## src/rtl/alu_pipe.sv

```systemverilog
// Execute-stage ALU: the 16 ARM data-processing opcodes in a single cycle, plus an
// iterative shift-add MUL/MLA. Valid/ready on both sides; upstream stalls during multiply.
module alu_pipe #(
  parameter int unsigned WIDTH     = 32,
  parameter bit          MUL_EARLY = 1'b1
) (
  input  logic             clk,
  input  logic             rst_n,
  input  logic             in_valid,
  output logic             in_ready,
  input  logic [4:0]       op,
  input  logic [WIDTH-1:0] a_in,
  input  logic [WIDTH-1:0] b_in,
  input  logic [WIDTH-1:0] acc_in,
  input  logic             sh_c,
  input  logic [3:0]       flags_in,
  input  logic             flush,
  output logic             out_valid,
  input  logic             out_ready,
  output logic [WIDTH-1:0] result,
  output logic [3:0]       flags_out,
  output logic             wr_res
);

  localparam int unsigned     CntW    = $clog2(WIDTH);
  localparam logic [CntW-1:0] CntInit = CntW'(WIDTH - 1);

  localparam logic [4:0] OpAnd = 5'd0;
  localparam logic [4:0] OpEor = 5'd1;
  localparam logic [4:0] OpSub = 5'd2;
  localparam logic [4:0] OpRsb = 5'd3;
  localparam logic [4:0] OpAdd = 5'd4;
  localparam logic [4:0] OpAdc = 5'd5;
  localparam logic [4:0] OpSbc = 5'd6;
  localparam logic [4:0] OpRsc = 5'd7;
  localparam logic [4:0] OpTst = 5'd8;
  localparam logic [4:0] OpTeq = 5'd9;
  localparam logic [4:0] OpCmp = 5'd10;
  localparam logic [4:0] OpCmn = 5'd11;
  localparam logic [4:0] OpOrr = 5'd12;
  localparam logic [4:0] OpBic = 5'd14;
  localparam logic [4:0] OpMvn = 5'd15;
  localparam logic [4:0] OpMul = 5'd16;
  localparam logic [4:0] OpMla = 5'd17;

  typedef enum logic [0:0] {StIdle, StMul} state_e;

  state_e           state_q;
  logic [WIDTH-1:0] acc_q, mcand_q, mplier_q;
  logic [CntW-1:0]  cnt_q;
  logic [1:0]       mul_cv_q;

  // Single-cycle datapath signals
  logic [WIDTH-1:0] add_x, add_y, logic_res, dp_res;
  logic             add_cin, arith, dp_c, dp_v, dp_wr;
  logic [WIDTH:0]   sum;
  logic [3:0]       dp_flags;

  // Multiply step signals
  logic [WIDTH-1:0] step_acc, step_mcand, step_mplier;
  logic             mul_done, out_free, is_mul;

  assign out_free = !out_valid || out_ready;
  assign is_mul   = (op == OpMul) || (op == OpMla);
  assign in_ready = (state_q == StIdle) && out_free && !flush;

  // Data-processing result: all subtract forms become x + ~y + cin on one adder
  always_comb begin
    add_x     = a_in;
    add_y     = b_in;
    add_cin   = 1'b0;
    arith     = 1'b0;
    logic_res = b_in;
    case (op)
      OpAnd, OpTst: logic_res = a_in & b_in;
      OpEor, OpTeq: logic_res = a_in ^ b_in;
      OpOrr:        logic_res = a_in | b_in;
      OpBic:        logic_res = a_in & ~b_in;
      OpMvn:        logic_res = ~b_in;
      OpSub, OpCmp: begin arith = 1'b1; add_y = ~b_in; add_cin = 1'b1; end
      OpRsb:        begin arith = 1'b1; add_x = b_in; add_y = ~a_in; add_cin = 1'b1; end
      OpAdd, OpCmn: arith = 1'b1;
      OpAdc:        begin arith = 1'b1; add_cin = flags_in[1]; end
      OpSbc:        begin arith = 1'b1; add_y = ~b_in; add_cin = flags_in[1]; end
      OpRsc:        begin arith = 1'b1; add_x = b_in; add_y = ~a_in; add_cin = flags_in[1]; end
      default:      logic_res = b_in; // MOV and the unused 18-31 encodings
    endcase
    sum = {1'b0, add_x} + {1'b0, add_y} + {{WIDTH{1'b0}}, add_cin};
    if (arith) begin
      dp_res = sum[WIDTH-1:0];
      dp_c   = sum[WIDTH];
      dp_v   = (add_x[WIDTH-1] == add_y[WIDTH-1]) && (sum[WIDTH-1] != add_x[WIDTH-1]);
    end else begin
      dp_res = logic_res;
      dp_c   = sh_c;
      dp_v   = flags_in[0];
    end
    dp_flags = {dp_res[WIDTH-1], dp_res == '0, dp_c, dp_v};
    dp_wr    = (op[4:2] != 3'b010); // TST/TEQ/CMP/CMN
  end

  // One shift-add iteration and its termination test
  always_comb begin
    step_acc    = acc_q + (mplier_q[0] ? mcand_q : '0);
    step_mcand  = mcand_q << 1;
    step_mplier = mplier_q >> 1;
    mul_done    = (cnt_q == '0) || (MUL_EARLY && (step_mplier == '0));
  end

  // Control FSM and registered outputs
  always_ff @(posedge clk) begin
    if (!rst_n) begin
      state_q   <= StIdle;
      out_valid <= 1'b0;
      result    <= '0;
      flags_out <= '0;
      wr_res    <= 1'b0;
      acc_q     <= '0;
      mcand_q   <= '0;
      mplier_q  <= '0;
      cnt_q     <= '0;
      mul_cv_q  <= '0;
    end else if (flush) begin
      state_q   <= StIdle;
      out_valid <= 1'b0;
    end else begin
      if (out_valid && out_ready) out_valid <= 1'b0;
      unique case (state_q)
        StIdle: begin
          if (in_valid && in_ready) begin
            if (is_mul) begin
              state_q  <= StMul;
              acc_q    <= (op == OpMla) ? acc_in : '0;
              mcand_q  <= a_in;
              mplier_q <= b_in;
              cnt_q    <= CntInit;
              mul_cv_q <= flags_in[1:0];
            end else begin
              result    <= dp_res;
              flags_out <= dp_flags;
              wr_res    <= dp_wr;
              out_valid <= 1'b1;
            end
          end
        end
        StMul: begin
          // A finishing step waits while the output register is still occupied
          if (!(mul_done && !out_free)) begin
            acc_q    <= step_acc;
            mcand_q  <= step_mcand;
            mplier_q <= step_mplier;
            cnt_q    <= cnt_q - CntW'(1);
            if (mul_done) begin
              result    <= step_acc;
              flags_out <= {step_acc[WIDTH-1], step_acc == '0, mul_cv_q};
              wr_res    <= 1'b1;
              out_valid <= 1'b1;
              state_q   <= StIdle;
            end
          end
        end
      endcase
    end
  end

endmodule

```

## config.mk

```make
export PLATFORM = sky130hd
export DESIGN_NAME = alu_pipe
export DESIGN_NICKNAME = d
export VERILOG_FILES = /design/src/rtl/alu_pipe.sv
export SDC_FILE = /design/constraint.sdc
export NUM_CORES = 1
export LEC_CHECK = 0
export CORE_MARGIN = 4
export CORE_UTILIZATION = 58
export CTS_CLUSTER_DIAMETER = 100
export DETAILED_ROUTE_END_ITERATION = 8
export HOLD_SLACK_MARGIN = 0.06
export PLACE_DENSITY = 0.82
export SLEW_MARGIN = 25
export SYNTH_ARGS = -nofsm -noshare
export SYNTH_HDL_FRONTEND = slang
export SYNTH_SLANG_ARGS = --single-unit
```

## constraint.sdc

```tcl
create_clock -name clk -period 14 [get_ports clk]
set_clock_uncertainty 0.2 [all_clocks]
set_input_delay 1.4 -clock clk [delete_from_list [all_inputs] [get_ports clk]]
set_output_delay 1.4 -clock clk [all_outputs]
set_load 0.005 [all_outputs]
```

==> summary.txt, run 1 <==
Run status
  • Run status: completed

Clock network
  • Number of H-tree branching levels: 4
  • Buffer type at the clock tree root: sky130_fd_sc_hd__clkbuf_16
  • Clock tree buffer depth: 2
  • # hold bufs at CTS: 0
  • Clock tree from TritonCTS: done
  • Post-CTS clock slew at the launch and capture registers of the worst setup and hold paths: 70 ps
  • Number of clock sinks seen by CTS: 141
  • Num CTS Buffers: 17
  • Worst skew pair latency: 430 ps
  • Number of gates resized after cts: 0
  • Post-CTS setup buffer count: 0

STA
  • Worst setup slack after layout: 6245 ps
  • Share of the cycle needed by the critical path after routing: 0.5539
  • Final Critical Period: 7755 ps
  • Final hold vios: 0
  • RSZ-0062 raised after global routing: false
  • Max Slew Vio Count: 0
  • Final-report setup violation count: 0
  • Maximum clock frequency: 129.0 MHz
  • Actual transition at the worst max-transition pin: 989.6 ps
  • Worst slew slack as a fraction of its limit: 0.3402
  • Smallest hold slack: 294.4 ps
  • Total Neg Setup Slack: 0 ps

Detailed routing
  • Remaining antenna violation count after routing: 0
  • Count of unresolved DRC violations after routing: 0
  • Detailed Route WL: 45.11 mm
  • First-pass iteration count of the detailed router: 6
  • Via Count: 14203
  • DR iter-0 viols: 1518
  • Per-cell routed wire length: 20.85 µm
  • Vias per cell: 6.566

Synth
  • Synthesis warning total: 0
  • Number of unique standard cell types used by synthesis: 79
  • Number of instances in the synthesized netlist: 1816
  • Cell accounting for the most synthesized area: sky130_fd_sc_hd__dfxtp_1
  • Share of synthesized area occupied by flip-flops and latches: 0.2174
  • Number of synthesized register bits: 141
  • Summed instance area of the synthesized netlist: 12980 µm²
  • Post-Synthesis Net Count: 2026
  • Number of enable flip-flop cells after synthesis: 0
  • Async S/R FF share, synth: 0
  • Mean instance size in the synthesized netlist: 7.150 µm²
  • Dominant register cell in the synthesized netlist: sky130_fd_sc_hd__dfxtp_1
  • Area share of the largest cell type after synthesis: 0.2174
  • Most area-consuming cells after synthesis: sky130_fd_sc_hd__dfxtp_1, sky130_fd_sc_hd__ha_1, sky130_fd_sc_hd__o21ai_0

Critical path
  • Cell with the biggest individual delay on the critical path: sky130_fd_sc_hd__clkdlybuf4s50_1
  • Worst R2R Path Depth: 13
  • Arrival time at the worst endpoint: 7920 ps
  • Required time of the critical path: 14160 ps
  • Critical path cell sequence: clkdlybuf4s50_1, clkinv_1, nor2_1, nand2_1, or2_2, mux2i_1, fa_1, inv_1, fa_1, a21o_1, a21oi_1, xor2_1, a32oi_1, nor4_1, o2111ai_1, nor4bb_1, nand4_1, nor4_1, a31oi_1, o21ai_1
  • Startpoint Class: primary input
  • Maximum net fanout on the critical path: 32
  • Worst setup path startpoint: op[1]
  • FF-to-FF setup slack: 9440 ps
  • Endpoint kind of the worst setup timing path: flop
  • Endpoint of the lowest-slack register-to-register path: flags_out[2]
  • Kind of critical path: primary input to flop
  • Delay of the slowest cell on the worst path: 850 ps
  • Beginning of the worst register-to-register path: mplier_q[0]

Worst hold path
  • Endpoint of the worst hold path: mul_cv_q[1]
  • Worst hold path startpoint: mul_cv_q[1]
  • Type of the worst min-delay path: flop to flop
  • Instance count along the most critical hold path: 2

Final layout
  • Share of cells above drive strength 1: 0.04304
  • Area Overhead vs Synth: 16.18%
  • Most used cells in the layout excluding fill and tap cells: sky130_fd_sc_hd__nand2_1, sky130_fd_sc_hd__nor2_1, sky130_fd_sc_hd__o21ai_0
  • Design area: 15080 µm²
  • Post-layout net count: 2079
  • Final core utilization: 0.6891
  • Leading cell type in the layout, fill and taps excluded: sky130_fd_sc_hd__nand2_1
  • Final Non-Filler Cells: 2163

Place
  • Count of placed standard cells including taps: 2130
  • Estimated wirelength of the detail-placed design: 33.15 mm
  • Port Buffer Count: 147
  • Minimum setup slack after placement: 6232 ps
  • Instance area after placement: 14510 µm²
  • Gpl congestion: 0.9989

Pwr
  • Clock share of power: 0.372
  • Power density normalized to cell area: 82.41 nW/µm²
  • Net switching fraction of the power: 0.3495
  • Net Switching: 0.4344 mW
  • Peak supply drop: 0.00006305 V
  • Leakage: 5.926 nW
  • Design internal power: 0.8086 mW
  • Total power: 1.243 mW
  • Relative contribution of combinational cells to total power: 0.289
  • Proportion of power drawn by flip-flops and latches: 0.339

Floorplan
  • Initial core utilization: 0.5931
  • Number of top-level pins: 150
  • Die Wd: 157.6 µm
  • Die height: 157.6 µm
  • Floorplan die area: 24840 µm²
  • Core area: 21890 µm²
  • FP Rows: 54

Global routing
  • Grt total ovfl: 0
  • Largest net degree at the start of global routing: 109
  • Vias in the first global route: 12815
  • Overall global routing resource usage: 0.3524
  • Wire length of the first global-routing pass: 69.48 mm
  • Number of antenna violations at the first check in global routing: 4

Flow run
  • Max capacitance violation total: 0
[cell type report]
class / count / area, µm²
antenna: 1 / 2.502
clock buffer: 17 / 425.4
clock inverter: 15 / 148.9
fill: 1866 / 6807
inverter: 90 / 337.8
multi-input combinational: 1449 / 9349
sequential: 141 / 2826
tap: 280 / 350.3
timing repair buffer: 170 / 1644
[cell usage after synthesis (4+ instances only)]
cell type and number:
sky130_fd_sc_hd__o2111ai_1 7, sky130_fd_sc_hd__a21oi_1 133, sky130_fd_sc_hd__nor2_1 176, sky130_fd_sc_hd__a311oi_1 5, sky130_fd_sc_hd__nor3_1 42, sky130_fd_sc_hd__buf_2 4
sky130_fd_sc_hd__o211ai_1 16, sky130_fd_sc_hd__a21o_1 34, sky130_fd_sc_hd__nand2b_1 13, sky130_fd_sc_hd__or3_1 13, sky130_fd_sc_hd__mux2i_1 70, sky130_fd_sc_hd__buf_1 7
sky130_fd_sc_hd__o21ai_0 161, sky130_fd_sc_hd__ha_1 96, sky130_fd_sc_hd__o21a_1 13, sky130_fd_sc_hd__or4_1 6, sky130_fd_sc_hd__clkbuf_1 124, sky130_fd_sc_hd__xnor2_1 30
sky130_fd_sc_hd__nand4_1 12, sky130_fd_sc_hd__and4_1 4, sky130_fd_sc_hd__xor2_1 19, sky130_fd_sc_hd__nor2b_1 13, sky130_fd_sc_hd__inv_1 89, sky130_fd_sc_hd__a221oi_1 12
sky130_fd_sc_hd__a2111oi_0 6, sky130_fd_sc_hd__o22ai_1 7, sky130_fd_sc_hd__a211oi_1 82, sky130_fd_sc_hd__dfxtp_1 141, sky130_fd_sc_hd__a31oi_1 37, sky130_fd_sc_hd__or2_2 6
sky130_fd_sc_hd__and3_1 16, sky130_fd_sc_hd__nand3_1 23, sky130_fd_sc_hd__o221ai_1 39, sky130_fd_sc_hd__nand2_1 199, sky130_fd_sc_hd__a22oi_1 14, sky130_fd_sc_hd__and2_1 36
sky130_fd_sc_hd__o21ai_1 8, sky130_fd_sc_hd__nor3b_1 5, sky130_fd_sc_hd__a21boi_0 8, sky130_fd_sc_hd__nor4_1 18
[critical path, delay by kind of cell]
| kind | cells | cell delay [ps] |
|---|---|---|
| AND/OR/NAND/NOR | 7 | 3080 |
| multiplexers | 1 | 290 |
| adder cells (fa/ha/maj) | 2 | 680 |
| AO/OA/AOI/OAI | 6 | 910 |
| buffers and inverters | 3 | 1360 |
| XOR/XNOR | 1 | 160 |
[how the worst max path moves through the flow]
stage,end,slack [ps],cells after the start
2_1_floorplan,flags_out[2],7900,22
3_3_place_gp,flags_out[2],6300,20
3_5_place_dp,flags_out[2],6230,20
4_1_cts,flags_out[2],6600,20
5_1_grt,flags_out[2],6080,20
6_report,flags_out[2],6250,20
[routing by layer]
metal,vias up,GRT usage,wire length [µm]
met4,6,0.1131,1246
met5,-,0,48
met1,6564,0.4861,18770
met3,103,0.07299,5264
met2,729,0.5533,19780
li1,6801,-,-
[registers in the layout, indices dropped and copies added (netlist names)]
register and count:
flags_out 3, mcand_q 32, acc_q 32, state_q 1, out_valid 1, mplier_q 32, result 32, wr_res 1
mul_cv_q 2, cnt_q 5
[power groups by stage]
stage | logic, mW | registers [mW] | clock network [mW]
finish | 0.359 | 0.421 | 0.463
global route | 0.389 | 0.423 | 0.481
CTS | 0.349 | 0.421 | 0.464
detailed placement | 0.346 | 0.430 | 0
global placement | 0.341 | 0.430 | 0
floorplan | 0.216 | 0.429 | 0
[logic make-up after synthesis]
logic type,share of synthesized area
XOR/XNOR,0.03305
buffers and inverters,0.06601
flip-flops,0.2174
AO/OA/AOI/OAI,0.3190
adder cells (fa/ha/maj),0.09714
multiplexers,0.05483
AND/OR/NAND/NOR,0.2126
Power figures use the tool's default switching activity.
==> run 2, diff against run 1 <==
- CORE_UTILIZATION: 58 -> 53
- PLACE_DENSITY: 0.82 -> 0.79
- clock period: 14 -> 6.3 ns (I/O delays scaled with it)
==> run 2 against run 1 <==
Final area grew 1.6%. Sequential share of layout area is 0.30 points lower. Combinational power increased by 130%. Final cell count rose by 3.2%. Largest cell class unchanged. Largest power group unchanged.
==> summary.txt, run 2 (same netlist as run 1, synthesis figures left out) <==
STA
  • Worst setup slack after layout: 583.2 ps (-5662 ps)
  • Max Slew Vio Count: 0 (unchanged)
  • Final-report setup violation count: 0 (unchanged)
  • Maximum clock frequency: 174.9 MHz
  • Final hold vios: 0 (unchanged)
  • Actual transition at the worst max-transition pin: 949.0 ps (-40.62 ps)
  • Share of the cycle needed by the critical path after routing: 0.9074
  • Smallest hold slack: 278.0 ps (-16.41 ps)
  • RSZ-0062 raised after global routing: false
  • Worst slew slack as a fraction of its limit: 0.3665 (+0.02621)
  • Final Critical Period: 5717 ps
  • Total Neg Setup Slack: 0 ps (unchanged)

Worst hold path
  • Type of the worst min-delay path: flop to flop
  • Worst hold path startpoint: flags_out[0]

Place
  • Port Buffer Count: 147 (unchanged)
  • Gpl congestion: 0.9992 (about the same)
  • Estimated wirelength of the detail-placed design: 33.99 mm (+2.5%)
  • Minimum setup slack after placement: 347.4 ps (-5885 ps)

Detailed routing
  • Per-cell routed wire length: 20.43 µm (-2.0%)
  • Remaining antenna violation count after routing: 0 (unchanged)
  • DR iter-0 viols: 1717 (+13%)
  • First-pass iteration count of the detailed router: 6 (unchanged)
  • Detailed Route WL: 45.61 mm (+1.1%)
  • Vias per cell: 6.373 (-2.9%)
  • Count of unresolved DRC violations after routing: 0 (unchanged)
  • Via Count: 14225 (+0.15%)

Critical path
  • Beginning of the worst register-to-register path: mplier_q[0]
  • Kind of cell adding the most delay to the critical path: simple AND/OR/NAND/NOR gates
  • Kind of critical path: primary input to flop
  • Endpoint kind of the worst setup timing path: flop
  • Arrival time at the worst endpoint: 5880 ps (-2040 ps)
  • Delay of the slowest cell on the worst path: 530 ps (-320 ps)
  • Buffering stage count on the worst path with inverters included: 4 (+1)
  • Maximum net fanout on the critical path: 28 (-13%)
  • Worst setup path startpoint: op[1]
  • Critical path cell sequence: clkdlybuf4s50_1, clkinv_1, nor2_1, nand2_1, nor2_4, buf_4, o21ai_0, ha_1, and3_1, a221oi_1, o221a_2, a31oi_1, o2111ai_1, mux2i_1, nor2_1, or4_1, nor4_1, buf_4, a31oi_1, o21ai_1
  • Required time of the critical path: 6460 ps (-7700 ps)
  • Startpoint Class: primary input
  • Cell with the biggest individual delay on the critical path: sky130_fd_sc_hd__clkdlybuf4s50_1

Clock network
  • Clock tree from TritonCTS: done
  • # hold bufs at CTS: 0 (unchanged)
  • Number of H-tree branching levels: 4 (unchanged)
  • Clock tree buffer depth: 2 (unchanged)
  • Number of gates resized after cts: 0 (unchanged)
  • Post-CTS clock slew at the launch and capture registers of the worst setup and hold paths: 70 ps (about the same)
  • Num CTS Buffers: 17 (unchanged)
  • Post-CTS setup buffer count: 0 (unchanged)
  • Buffer type at the clock tree root: sky130_fd_sc_hd__clkbuf_16
  • Worst skew pair latency: 440 ps (about the same)
  • Number of clock sinks seen by CTS: 141 (unchanged)

Global routing
  • Vias in the first global route: 12762 (-0.41%)
  • Number of antenna violations at the first check in global routing: 1 (-3)
  • Wire length of the first global-routing pass: 69.92 mm (+0.62%)
  • Overall global routing resource usage: 0.3264 (-0.02609)
  • Grt total ovfl: 0 (unchanged)
  • Largest net degree at the start of global routing: 80 (-27%)

Floorplan
  • Die Wd: 164.5 µm (+4.4%)
  • FP Rows: 57 (+5.6%)
  • Core area: 24180 µm² (+10%)
  • Number of top-level pins: 150 (unchanged)
  • Floorplan die area: 27070 µm² (+8.9%)
  • Initial core utilization: 0.5370 (-0.05608)
  • Die height: 164.5 µm (+4.4%)

Final layout
  • Register area: 2826 µm² (unchanged)
  • Share of cells above drive strength 1: 0.05558 (+0.01255)
  • Area Overhead vs Synth: 18.04%
  • Most used cells in the layout excluding fill and tap cells: sky130_fd_sc_hd__nand2_1, sky130_fd_sc_hd__nor2_1, sky130_fd_sc_hd__o21ai_0
  • Fill cell instance count of the final layout: 2151 (+15%)
  • Multi-input combinational cell area: 9349 µm² (unchanged)
  • Leading cell type in the layout, fill and taps excluded: sky130_fd_sc_hd__nand2_1
  • Post-layout net count: 2105 (+1.3%)

Pwr
  • Total power: 2.746 mW (+120%)
  • Peak supply drop: 0.0001823 V (+190%)
  • Power density normalized to cell area: 179.2 nW/µm² (+120%)
  • Leakage: 6.031 nW (+1.8%)

Run status
  • Run status: completed

Flow run
  • Max capacitance violation total: 0 (unchanged)
[run 2: changes by cell type in the layout (fill, tap and decap cells not counted), sizes merged]
cell / before / now
inv: 98 / 97
buf: 23 / 49
bufinv: 1 / 0
clkinv: 5 / 3
clkinvlp: 1 / 4
[run 2: area by class of cell]
class                      instances  share of cell area
tap                              324             0.02645
clock inverter                    14            0.008327
timing repair buffer             196              0.1208
clock buffer                      17             0.02776
antenna                            1           0.0001633
inverter                          90             0.02204
multi-input combinational       1449              0.6100
sequential                       141              0.1844
[run 2: routing by layer]
layer	routed length [µm]	track usage	vias up
met5	0	0	-
li1	-	-	6847
met1	19390	0.4516	6617
met3	4772	0.06039	90
met2	20110	0.5129	671
met4	1332	0.1100	0
[run 2: through the flow]
step                      area [µm²]    util  std cells
after CTS                      15320  0.6338       2231
after detailed placement       14770  0.6109       2200
after global placement         14770  0.6109       2200
after floorplan                12980       -       1816
after global routing           15330  0.6339       2232
final                          15330  0.6339       2232
[run 2: path summary, 6_finish.rpt]
| kind | cells past startpoint | end | slack, ps |
|---|---|---|---|
| worst max register to register | 13 | flags_out[2] | 1760 |
| worst min-delay path | 2 | flags_out[0] | 280 |
| worst min register to register | 2 | flags_out[0] | 280 |
| worst max-delay path | 20 | flags_out[2] | 580 |
[run 2: report_power, final]
part	internal [mW]	total, mW	switching, mW	leakage [nW]
Clock	0.518	0.992	0.474	0.261
Sequential	0.918	0.937	0.0186	1.14
Combinational	0.337	0.818	0.481	4.63
Total	1.77	2.75	0.973	6.03
[run 2: worst reg2reg max path: cells and delay by family, from the launching register on]
| kind | cells | cell delay [ps] |
|---|---|---|
| AOI/OAI and AO/OA | 6 | 1670 |
| and+or+nand+nor | 5 | 1220 |
| DFF | 1 | 940 |
| xor gates and xnor gates | 1 | 220 |
| adders and majority gates | 1 | 210 |
==> run 3, diff against run 2 <==
- CORE_MARGIN: 4 -> default
==> run 3 against run 2 <==
Maximum frequency increased by 6.1%. Combinational power hardly changed. Core utilization rose by 1.2 points. Largest power group unchanged. Highest routed layer is now met5.
==> summary.txt, run 3 (same netlist as run 1, synthesis figures left out) <==
Pwr
  • Clock share of power: 0.367 (+0.006)
  • Peak supply drop: 0.0001530 V (-16%)
  • Design internal power: 1.808 mW (+2.0%)
  • Relative contribution of combinational cells to total power: 0.295 (-0.003)
  • Proportion of power drawn by flip-flops and latches: 0.338 (-0.003)
  • Total power: 2.772 mW (+0.93%)
  • Power density normalized to cell area: 180.8 nW/µm² (+0.89%)
  • Net Switching: 0.9641 mW (-0.93%)
  • Net switching fraction of the power: 0.3478 (-0.006561)
  • Leakage: 6.032 nW (about the same)

Detailed routing
  • Remaining antenna violation count after routing: 0 (unchanged)
  • Detailed Route WL: 46.65 mm (+2.3%)
  • Count of unresolved DRC violations after routing: 0 (unchanged)
  • Per-cell routed wire length: 20.94 µm (+2.5%)
  • Via Count: 14222 (-0.021%)
  • DR iter-0 viols: 1410 (-18%)
  • First-pass iteration count of the detailed router: 6 (unchanged)
  • Vias per cell: 6.383 (+0.16%)

STA
  • Final-report setup violation count: 0 (unchanged)
  • Actual transition at the worst max-transition pin: 979.2 ps (+30.24 ps)
  • Worst slew slack as a fraction of its limit: 0.3463 (-0.02019)
  • Total Neg Setup Slack: 0 ps (unchanged)
  • Max Slew Vio Count: 0 (unchanged)
  • Worst setup slack after layout: 912.6 ps (+329.5 ps)
  • Final Critical Period: 5387 ps (-329.5 ps)
  • Smallest hold slack: 304.6 ps (+26.61 ps)
  • RSZ-0062 raised after global routing: false
  • Share of the cycle needed by the critical path after routing: 0.8551 (-0.05230)
  • Maximum clock frequency: 185.6 MHz (+6.1%)
  • Final hold vios: 0 (unchanged)

Worst hold path
  • Type of the worst min-delay path: flop to flop

Clock network
  • Number of clock sinks seen by CTS: 141 (unchanged)
  • Post-CTS clock slew at the launch and capture registers of the worst setup and hold paths: 70 ps (about the same)
  • Post-CTS setup buffer count: 0 (unchanged)
  • Clock tree buffer depth: 2 (unchanged)
  • Worst skew pair latency: 440 ps (about the same)
  • Buffer type at the clock tree root: sky130_fd_sc_hd__clkbuf_16
  • Number of gates resized after cts: 0 (unchanged)
  • Clock tree from TritonCTS: done
  • Num CTS Buffers: 17 (unchanged)
  • Number of H-tree branching levels: 4 (unchanged)
  • # hold bufs at CTS: 0 (unchanged)

Final layout
  • Area Overhead vs Synth: 18.09% (about the same)
  • Leading cell type in the layout, fill and taps excluded: sky130_fd_sc_hd__nand2_1
  • Share of cells above drive strength 1: 0.05503 (-0.0005532)
  • Most used cells in the layout excluding fill and tap cells: sky130_fd_sc_hd__nand2_1, sky130_fd_sc_hd__nor2_1, sky130_fd_sc_hd__o21ai_0
  • Post-layout net count: 2105 (unchanged)
  • Final core utilization: 0.6455 (+0.01158)

Critical path
  • Kind of critical path: primary input to flop
  • Buffering stage count on the worst path with inverters included: 3 (-1)
  • Startpoint Class: primary input
  • Arrival time at the worst endpoint: 5560 ps (-320 ps)
  • Kind of cell adding the most delay to the critical path: compound AO/OA/AOI/OAI gates
  • Critical path cell sequence: clkdlybuf4s50_1, clkinv_1, nor2_1, nand2_1, or2_2, mux2i_1, fa_1, inv_1, fa_1, a21o_1, a22oi_1, o221a_2, a31oi_1, o2111ai_1, mux2i_1, nor2_1, or4_1, nor4_1, a31oi_1, o21ai_1
  • Endpoint kind of the worst setup timing path: flop
  • Maximum net fanout on the critical path: 4 (-86%)
  • Delay of the slowest cell on the worst path: 520 ps (about the same)
  • Required time of the critical path: 6470 ps (about the same)
  • Cell with the biggest individual delay on the critical path: sky130_fd_sc_hd__clkdlybuf4s50_1

Floorplan
  • Core area: 23750 µm² (-1.8%)
  • Floorplan die area: 25130 µm² (-7.2%)
  • Die Wd: 158.5 µm (-3.6%)
  • Number of top-level pins: 150 (unchanged)
  • FP Rows: 56 (-1.8%)
  • Initial core utilization: 0.5466 (+0.009590)
  • Die height: 158.5 µm (-3.6%)

Global routing
  • Overall global routing resource usage: 0.3704 (+0.04403)
  • Wire length of the first global-routing pass: 71.01 mm (+1.6%)
  • Grt total ovfl: 0 (unchanged)
  • Vias in the first global route: 12735 (-0.21%)
  • GR met3 Demand/Resource: 0.05797 (-0.002419)
  • Met1 track demand over resource: 0.5107 (+0.05912)
  • Largest net degree at the start of global routing: 88 (+10%)
  • Met2 track demand over resource: 0.5921 (+0.07919)
  • Busiest layer in global routing: met2
  • Number of antenna violations at the first check in global routing: 2 (+1)

Place
  • Minimum setup slack after placement: 606.8 ps (+259.4 ps)
  • Gpl congestion: 1.003 (+0.39%)
  • Port Buffer Count: 147 (unchanged)
  • Estimated wirelength of the detail-placed design: 34.95 mm (+2.8%)

Flow run
  • Max capacitance violation total: 0 (unchanged)

Run status
  • Run status: completed
run 3: path summary, 6_finish.rpt:
| path | depth (start not counted) | end | start | slack, ps |
|---|---|---|---|---|
| worst min register to register | 1 | cnt_q[0] | cnt_q[0] | 300 |
| worst max register to register | 13 | flags_out[2] | mplier_q[0] | 1560 |
| worst max-delay path | 20 | flags_out[2] | op[1] | 910 |
| worst min-delay path | 1 | cnt_q[0] | cnt_q[0] | 300 |
run 3: final cells by class:
cell class / count / area [µm²]
multi-input cells: 1449 / 9349
clock buffers: 19 / 432.9
fillers: 2133 / 8421
clock inverters: 13 / 132.6
inverters: 90 / 337.8
well taps: 319 / 399.1
diodes: 1 / 2.502
flip-flops and latches: 141 / 2826
repair buffers: 196 / 1852
run 3: power groups by stage:
stage / Sequential (mW) / Combinational [mW] / Clock [mW]
final: 0.938 / 0.818 / 1.02
after global routing: 0.940 / 0.889 / 1.05
after CTS: 0.937 / 0.799 / 1.02
after detailed placement: 0.957 / 0.794 / 0
after global placement: 0.956 / 0.784 / 0
after floorplan: 0.953 / 0.479 / 0
run 3: stage by stage:
step | instances | area, µm²
CTS | 2227 | 15330
finish | 2228 | 15330
floorplan | 1816 | 12980
detailed placement | 2195 | 14760
global placement | 2195 | 14760
global route | 2228 | 15330
run 3: per-layer routing:
metal  vias up  part of all wire
li1       6847                 -
met1      6683              0.45
met4         2             0.024
met5         -           0.00021
met2       611              0.44
met3        79             0.084
